<file path="src/rtl/alu_pkg.sv">
// Shared ALU definitions: opcodes, divider FSM states and the datapath width.
package alu_pkg;

    localparam int DATA_W = 32;

    typedef enum logic [2:0] {
        ADD = 3'd0,
        SUB = 3'd1,
        MUL = 3'd2,
        DIV = 3'd3,
        RSH = 3'd4,
        LSH = 3'd5,
        BOR = 3'd6,
        BAN = 3'd7
    } alu_op_t;

    typedef enum logic [1:0] {
        IDLE = 2'd0,
        ITER = 2'd1,
        FIX  = 2'd2,
        DONE = 2'd3
    } div_state_t;

endpackage

</file>
<file path="src/rtl/div_step.sv">
// One restoring-division step: shift in a dividend bit, trial-subtract the divisor
// with a parallel-prefix carry-lookahead adder and keep the difference if no borrow.
module div_step #(
    parameter int WIDTH = 32
) (
    input  logic [WIDTH-1:0] i_rem,
    input  logic             i_bit,
    input  logic [WIDTH-1:0] i_divisor,
    output logic [WIDTH-1:0] o_rem,
    output logic             o_qbit
);
    localparam int LVLS = (WIDTH > 1) ? $clog2(WIDTH) : 1;

    logic [WIDTH:0]   w_shift;
    logic [WIDTH-1:0] w_g;
    logic [WIDTH-1:0] w_p;
    logic [WIDTH-1:0] w_gp;
    logic [WIDTH-1:0] w_pp;
    logic [WIDTH:0]   w_carry;
    logic [WIDTH-1:0] w_sum;

    assign w_shift = {i_rem, i_bit};
    assign w_g     = w_shift[WIDTH-1:0] & ~i_divisor;
    assign w_p     = w_shift[WIDTH-1:0] ^ ~i_divisor;

    always_comb begin : prefix
        logic [WIDTH-1:0] gg, pp, gn, pn;
        int j;
        gg = w_g;
        pp = w_p;
        j  = 0;
        for (int s = 0; s < LVLS; s++) begin
            gn = gg;
            pn = pp;
            for (int i = 0; i < WIDTH; i++) begin
                j = (i >= (1 << s)) ? i - (1 << s) : i;
                if (i >= (1 << s)) begin
                    gn[i] = gg[i] | (pp[i] & gg[j]);
                    pn[i] = pp[i] & pp[j];
                end
            end
            gg = gn;
            pp = pn;
        end
        w_gp = gg;
        w_pp = pp;
    end

    // Carry-in of 1 completes the two's-complement subtract.
    assign w_carry = {w_gp | w_pp, 1'b1};
    assign w_sum   = w_p ^ w_carry[WIDTH-1:0];

    // The extra top bit of the shifted remainder pairs with a zero divisor bit,
    // so the final carry stage reduces to an OR.
    assign o_qbit = w_shift[WIDTH] | w_carry[WIDTH];
    assign o_rem  = o_qbit ? w_sum : w_shift[WIDTH-1:0];

endmodule

</file>
<file path="src/rtl/seq_divider.sv">
// Multi-cycle radix-2 restoring divider returning {remainder, quotient}.
//   IDLE | waiting for an operand pair      ITER | one quotient bit per cycle
//   FIX  | apply result signs, load out     DONE | result held until taken
module seq_divider
    import alu_pkg::*;
#(
    parameter int WIDTH = DATA_W
) (
    input  logic               clk,
    input  logic               rst,
    input  logic               in_valid,
    output logic               in_ready,
    input  logic [WIDTH-1:0]   a,
    input  logic [WIDTH-1:0]   b,
    input  logic               is_signed,
    output logic               out_valid,
    input  logic               out_ready,
    output logic [2*WIDTH-1:0] out,
    output logic               div_by_zero
);
    localparam int CNT_W = (WIDTH > 1) ? $clog2(WIDTH) : 1;

    div_state_t         r_state;
    div_state_t         w_state_next;
    logic [CNT_W-1:0]   r_cnt;
    logic [WIDTH-1:0]   r_rem;
    logic [WIDTH-1:0]   r_quo;
    logic [WIDTH-1:0]   r_div;
    logic               r_sign_q;
    logic               r_sign_r;
    logic [2*WIDTH-1:0] r_out;
    logic               r_dbz;

    logic               w_accept;
    logic               w_b_zero;
    logic               w_a_neg;
    logic               w_b_neg;
    logic [WIDTH-1:0]   w_a_mag;
    logic [WIDTH-1:0]   w_b_mag;
    logic [WIDTH-1:0]   w_step_rem;
    logic               w_step_q;

    assign in_ready    = (r_state == IDLE);
    assign out_valid   = (r_state == DONE);
    assign out         = r_out;
    assign div_by_zero = r_dbz;

    assign w_accept = in_valid && in_ready;
    assign w_b_zero = (b == '0);
    assign w_a_neg  = is_signed && a[WIDTH-1];
    assign w_b_neg  = is_signed && b[WIDTH-1];
    assign w_a_mag  = w_a_neg ? -a : a;
    assign w_b_mag  = w_b_neg ? -b : b;

    // The dividend shifts out of r_quo MSB-first while quotient bits fill in at the LSB.
    div_step #(.WIDTH(WIDTH)) u_step (
        .i_rem     (r_rem),
        .i_bit     (r_quo[WIDTH-1]),
        .i_divisor (r_div),
        .o_rem     (w_step_rem),
        .o_qbit    (w_step_q)
    );

    always_ff @(posedge clk) begin
        if (rst) begin
            r_state <= IDLE;
        end else begin
            r_state <= w_state_next;
        end
    end

    always_comb begin
        w_state_next = r_state;
        case (r_state)
            IDLE:    if (w_accept) w_state_next = w_b_zero ? DONE : ITER;
            ITER:    if (r_cnt == '0) w_state_next = FIX;
            FIX:     w_state_next = DONE;
            DONE:    if (out_ready) w_state_next = IDLE;
            default: w_state_next = IDLE;
        endcase
    end

    always_ff @(posedge clk) begin
        if (rst) begin
            r_cnt    <= '0;
            r_rem    <= '0;
            r_quo    <= '0;
            r_div    <= '0;
            r_sign_q <= 1'b0;
            r_sign_r <= 1'b0;
            r_out    <= '0;
            r_dbz    <= 1'b0;
        end else begin
            case (r_state)
                IDLE: begin
                    if (w_accept) begin
                        r_dbz <= w_b_zero;
                        if (w_b_zero) begin
                            r_out <= {a, {WIDTH{1'b1}}};
                        end else begin
                            r_quo    <= w_a_mag;
                            r_div    <= w_b_mag;
                            r_rem    <= '0;
                            r_sign_q <= w_a_neg ^ w_b_neg;
                            r_sign_r <= w_a_neg;
                            r_cnt    <= CNT_W'(WIDTH - 1);
                        end
                    end
                end
                ITER: begin
                    r_rem <= w_step_rem;
                    r_quo <= {r_quo[WIDTH-2:0], w_step_q};
                    if (r_cnt != '0) begin
                        r_cnt <= r_cnt - CNT_W'(1);
                    end
                end
                FIX: begin
                    r_out <= {(r_sign_r ? -r_rem : r_rem), (r_sign_q ? -r_quo : r_quo)};
                end
                default: begin
                end
            endcase
        end
    end

endmodule

</file>
<file path="config.mk">
export PLATFORM = sky130hd
export DESIGN_NAME = seq_divider
export DESIGN_NICKNAME = d
export VERILOG_FILES = /design/src/rtl/alu_pkg.sv /design/src/rtl/div_step.sv /design/src/rtl/seq_divider.sv
export SDC_FILE = /design/constraint.sdc
export NUM_CORES = 1
export LEC_CHECK = 0
export CORE_MARGIN = 5
export CORE_UTILIZATION = 57
export DETAILED_ROUTE_END_ITERATION = 6
export PLACE_DENSITY = 0.86
export SYNTH_ARGS = -nofsm -noshare
export SYNTH_HDL_FRONTEND = slang
export SYNTH_SLANG_ARGS = --single-unit
export TNS_END_PERCENT = 100
</file>
<file path="constraint.sdc">
create_clock -name clk -period 3.7 [get_ports clk]
set_input_delay 0.37 -clock clk [delete_from_list [all_inputs] [get_ports clk]]
set_output_delay 0.37 -clock clk [all_outputs]
set_load 0.1 [all_outputs]
</file>
==> flow_summary.yaml, run 1 <==
timing:
  setup_tns_ns: 0
  final_max_slew_viol_count: 0
  skew_ns: 0.01308
  period_needed_ns: 3.427
  setup_violations: 0
  fin_ws_ns: 0.2728
  grt_setup_unrepaired: "false"
  slew_headroom_pct: 23.94
  hold_violations: 0
  tightest_slew_ns: 1.139
  fin_crit_sh_pct: 92.63
  fmax_ghz: 0.2918
global_route:
  grt_overflow_total: 0
  grtUsageMet2_pct: 44.03
  grt_pass1_vias: 9671
  grt-busiest-layer: "met2"
  track_usage_pct: 25.64
  grt_max_degree: 107
  antenna_found_initial: 1
  use_met1_pct: 32.75
  grt_pass1_wl_um: 47330
  met3_usage_pct: 4.083
floorplan:
  die_y_um: 148.7
  fp.dieArea_mm2: 0.02210
  core_mm2: 0.01883
  io_pins: 136
  core.rowCount: 50
  die_w_um: 148.7
  start_util_pct: 58.21
worst_setup_path:
  cp_slowest_stage_delay_ns: 0.57
  cpMaxStageDelayCell: "or4_1"
  crit_cells: 11
  start_kind: "flip-flop"
  cpLargestDelayFamily: "compound AO/OA/AOI/OAI gates"
  crit_arrival_ns: 3.79
  path_max_fanout: 10
  cp-end-kind: "flip-flop"
  crit_path_cell_trace: "inv_1, ha_1, o21a_1, o22ai_1, buf_4, o21ai_0, a41o_1, a31oi_2, nand2b_1, or4_1, nand3_1"
  reg2reg_depth: 11
  crit_type: "reg2reg"
  crit_buf_inv: 2
  critPathRequiredTime_ns: 4.07
routing:
  post-route-drc-count: 0
  drtIter0Drc: 940
  drt_first_pass_iters: 6
  ant_nets: 0
  wl_um: 29310
  wire_per_inst_um: 16.26
  vias_per_cell: 5.973
  vias: 10770
place:
  gp_congestion: 0.9170
  dpl.hpwl_um: 21500
  portBuffers: 135
  pre_cts_slack_ns: 0.1524
run:
  cap_violations: 0
power_and_ir_drop:
  irDropWorstVdd_mv: 0.3474
  powerDensity_mw_per_mm2: 658.1
  power.leakage_nw: 4.881
  finalPower_w: 0.008639
synth:
  syn-num-nets: 1559
  synthesis.area_mm2: 0.01096
  synth_top_family_by_area: "compound AO/OA/AOI/OAI gates"
  synth_fa_ha_area_share_pct: 4.908
  yosys_warnings: 0
  muxShareOfSynthArea_pct: 0.6392
  yosys.area_share.xor_xnor_pct: 11.43
  synthArstFlopShare_pct: 0
  synth_compound_area_share_pct: 26.78
  ys.flop_type: "dfxtp_1"
  synthCells: 1447
  ys_types: 66
  synth-simple-area-share_pct: 19.30
  synth_seq_cells: 170
  avgSynthCellArea_um2: 7.576
  synth_edf_count: 0
  ys_seq_area_share_pct: 31.05
clock_network:
  clock_path_buffers: 2
  cts_root_buf: "clkbuf_16"
  cts_buffers: 17
  insertion_delay_ns: 0.43
  cts-htree-levels: 4
  cts_resized: 0
  path_clk_slew_ns: 0.07
  cts_tree: "yes"
  cts_setup_buffers: 0
  cts_sinks: 170
  cts_hold_buffers: 0
worst_hold_path:
  hold_depth: 2
  hp-class: "in2reg"
finish:
  area_delta_synth_final_pct: 19.75
  mostFrequentLayoutCells: "182 x nand2_1, 170 x dfxtp_1, 152 x nor2_1"
  fillCellCount: 1553
  fin_nets: 1642
  multiInputGateArea_mm2: 0.006938
  drive_gt1_share_pct: 4.796
  layout_commonest_cell: "nand2_1"
  n_antenna_cell: 0
  seq_area_mm2: 0.003403
outcome:
  status: "complete, no violations"
[metal layers]
metal / up-vias / routed length, µm
met1: 4997 / 12450
met5: - / 7
li1: 5334 / -
met4: 2 / 725
met3: 62 / 1868
met2: 375 / 14250
[final timing paths]
path / slack (ns) / from / end
max: 0.27 / r_div[0] / r_rem[26]
min: 0.34 / rst / out[62]
max reg2reg: 0.27 / r_div[0] / r_rem[26]
min reg2reg: 0.45 / out[35] / out[35]
[cell usage after synthesis (4+ instances only)]
| cell type | n | area [µm²] |
|---|---|---|
| nand2_1 | 182 | 683.2 |
| dfxtp_1 | 170 | 3403 |
| nor2_1 | 152 | 570.6 |
| a21oi_1 | 140 | 700.7 |
| xor2_1 | 93 | 814.5 |
| o21ai_0 | 89 | 445.4 |
| clkbuf_1 | 75 | 281.5 |
| inv_1 | 62 | 232.7 |
| xnor2_1 | 50 | 437.9 |
| a211oi_1 | 49 | 367.9 |
| ha_1 | 43 | 538.0 |
| o211ai_1 | 36 | 270.3 |
| a311oi_1 | 34 | 297.8 |
| o31ai_1 | 28 | 210.2 |
| or3_1 | 22 | 137.6 |
| nor3_1 | 21 | 105.1 |
| buf_2 | 19 | 95.09 |
| nand3_1 | 18 | 90.09 |
| nor4_1 | 12 | 75.07 |
| or4_1 | 12 | 90.09 |
| a21o_1 | 10 | 75.07 |
| nand4_1 | 10 | 62.56 |
| a22oi_1 | 9 | 67.56 |
| nand2b_1 | 9 | 56.30 |
| o41ai_1 | 9 | 78.83 |
| a31oi_1 | 8 | 50.05 |
| o21a_1 | 8 | 60.06 |
| mux2i_1 | 7 | 70.07 |
| nor2b_1 | 7 | 43.79 |
| a32oi_1 | 5 | 43.79 |
| and2_1 | 4 | 25.02 |
[state kept, by name, summed over array words and instances (netlist names)]
signal,flops
div_by_zero,1
r_state,2
r_div,32
r_rem,32
r_quo,32
r_sign_q,1
r_cnt,5
out,64
r_sign_r,1
[kinds of logic (layout without fill, tap and decap cells)]
group,Yosys count,in the layout
buffers and inverters,162,258
adders and majority gates,43,43
xor gates and xnor gates,143,143
AOI/OAI and AO/OA,452,452
and+or+nand+nor,470,470
DFF,170,170
muxes,7,7
[metrics by stage]
stage	hold WS (ns)	util [%]	std cells	area, µm²
finish	0.3450	69.71	1803	13130
global route	0.3513	69.71	1803	13130
CTS	0.3332	69.71	1803	13130
detailed placement	0.4440	66.50	1771	12520
global placement	0.4399	66.50	1771	12520
floorplan	0.4319	-	1447	10960
[layout make-up]
class / count / area share [%]
tap: 260 / 2.478
sequential: 170 / 25.93
inverter: 63 / 1.802
timing repair buffer: 163 / 12.33
clock inverter: 10 / 1.068
multi-input combinational: 1115 / 52.85
clock buffer: 22 / 3.536
[power breakdown]
group | internal (W) | total, W | switching, W
clock network | 0.00110 | 0.00185 | 0.000748
logic | 0.00137 | 0.00422 | 0.00285
registers | 0.00221 | 0.00257 | 0.000354
Power figures use the tool's default switching activity.
==> run 2: changes to the inputs <==
Settings changed: ABC_CLOCK_PERIOD_IN_PS set to 3700.
==> results of run 2 <==
Final layout, timing and power as in run 1 (identical DEF).
==> run 3: changes to the inputs <==
Settings changed: CORE_UTILIZATION 57 to 40, PLACE_DENSITY 0.86 to 0.65.
==> run 3 against run 2 <==
Against the previous run: sequential share of layout area decreased by 0.32 points; largest power group unchanged; fmax increased by 5.0%; die area increased by 39%; largest cell class unchanged; critical endpoint unchanged.
==> flow_summary.yaml, run 3 (synthesis gave the netlist of run 1 again) <==
power_and_ir_drop:
  irDropWorstVdd_mv: 0.3430
  finalPower_w: 0.008645
  powerDensity_mw_per_mm2: 650.5
  power.leakage_nw: 4.922
clock_network:
  clock_path_buffers: 2
  cts_root_buf: "clkbuf_16"
  cts-htree-levels: 4
  cts_hold_buffers: 0
  cts_resized: 0
  cts_buffers: 17
  insertion_delay_ns: 0.43
  cts_sinks: 170
  cts_tree: "yes"
  cts_setup_buffers: 0
  path_clk_slew_ns: 0.07
timing:
  slew_headroom_pct: 27.95
  tightest_slew_ns: 1.081
  final_max_slew_viol_count: 0
  fin_crit_sh_pct: 88.22
  skew_ns: 0.01048
  period_needed_ns: 3.264
  grt_setup_unrepaired: "false"
  setup_violations: 0
  hold_violations: 0
  setup_tns_ns: 0
  fmax_ghz: 0.3064
floorplan:
  die_y_um: 175.5
  core_mm2: 0.02695
  die_w_um: 175.5
  fp.dieArea_mm2: 0.03081
  core.rowCount: 60
  start_util_pct: 40.67
  io_pins: 136
finish:
  drive_gt1_share_pct: 5.355
  fin_nets: 1649
  largest_reg_flops: 64
  area_delta_synth_final_pct: 21.23
  final_area_mm2: 0.01329
  final_core_util_pct: 49.31
  finalNonFillerCells: 1892
  fillCellCount: 2628
  layout_commonest_cell: "nand2_1"
  mostFrequentLayoutCells: "182 x nand2_1, 170 x dfxtp_1, 152 x nor2_1"
place:
  dpl.hpwl_um: 22340
  portBuffers: 135
  placed_cells: 1859
  place_area_mm2: 0.01268
  gp_congestion: 0.8685
worst_setup_path:
  crit_path_cell_trace: "ha_1, and3_1, nand2_1, o21ai_0, a41o_1, a31oi_2, nand2b_1, buf_4, or4_1, nand3_1"
  path_max_fanout: 9
  r2r_setup_slack_ns: 0.44
  reg2reg_from: "r_rem[5]"
  crit_arrival_ns: 3.64
  critPathRequiredTime_ns: 4.07
  crit_type: "reg2reg"
  start_kind: "flip-flop"
  reg2reg_depth: 10
  cp-end-kind: "flip-flop"
  cpMaxStageDelayCell: "or4_1"
  cpLargestDelayFamily: "simple AND/OR/NAND/NOR gates"
  r2r-end: "r_rem[26]"
  cp_slowest_stage_delay_ns: 0.50
  crit_buf_inv: 1
routing:
  vias: 10340
  wl_um: 29950
  wire_per_inst_um: 15.83
  post-route-drc-count: 0
  drt_first_pass_iters: 6
  ant_nets: 0
  vias_per_cell: 5.464
  drtIter0Drc: 812
global_route:
  grt_overflow_total: 0
  grt_pass1_wl_um: 49160
  track_usage_pct: 18.99
  grt_pass1_vias: 9595
  antenna_found_initial: 1
  grt_max_degree: 102
worst_hold_path:
  hold_depth: 2
  worstHoldStart: "rst"
  hp-class: "in2reg"
  worstHoldEndpoint: "r_sign_q"
run:
  cap_violations: 0
outcome:
  status: "complete, no violations"
-- run 3: cell count changes in the layout (fill, tap and decap cells not counted), moves of 2 or more --
cell      change
buf_4         +7
clkbuf_1      -2
clkinv_4      +2
inv_6         +2
-- run 3: metrics by stage --
stage               hold slack [ns]  worst slack [ns]
finish                       0.4121            0.4360
global route                 0.4049            0.1753
CTS                          0.3863            0.4449
detailed placement           0.4469            0.2020
global placement             0.4427            0.2428
floorplan                    0.4319            0.7638
-- run 3: layout make-up --
cell class	count	area, µm²	share of cell area (%)
Clock buffer	19	442.9	3.333
Sequential cell	170	3403	25.61
Tap cell	341	426.7	3.211
Clock inverter	13	167.7	1.262
Antenna cell	1	2.502	0.01883
Inverter	63	236.5	1.779
Timing Repair Buffer	170	1672	12.58
Multi-Input combinational cell	1115	6938	52.21
-- run 3: metal layers --
layer | global-route usage, % | share of wire, % | vias up
met1 | 26.14 | 48 | 4705
met2 | 31.40 | 46 | 251
met3 | 3.078 | 4.8 | 28
met4 | 4.451 | 1.4 | 0
li1 | - | - | 5354
met5 | 0 | 0 | -
-- run 3: worst register-to-register path, cell delays in order (launching register included) --
cell and delay [ns]:
dfxtp_1 0.38, ha_1 0.39, and3_1 0.20, nand2_1 0.07
o21ai_0 0.44, a41o_1 0.39, a31oi_2 0.26, nand2b_1 0.28
buf_4 0.19, or4_1 0.51, nand3_1 0.09
-- run 3: worst max-delay path by stage --
stage / from / endpoint / slack, ns / depth (start not counted)
floorplan: r_rem[2] / r_quo[0] / 0.76 / 11
global placement: b[8] / r_rem[23] / 0.24 / 11
detailed placement: b[8] / out[36] / 0.20 / 11
CTS: r_rem[5] / r_rem[26] / 0.44 / 10
global route: r_div[0] / r_rem[26] / 0.18 / 11
finish: r_rem[5] / r_rem[26] / 0.44 / 10
-- run 3: power by group --
part | internal, W | switching [W]
Sequential | 0.00221 | 0.000344
Clock | 0.00109 | 0.000784
Combinational | 0.00137 | 0.00284
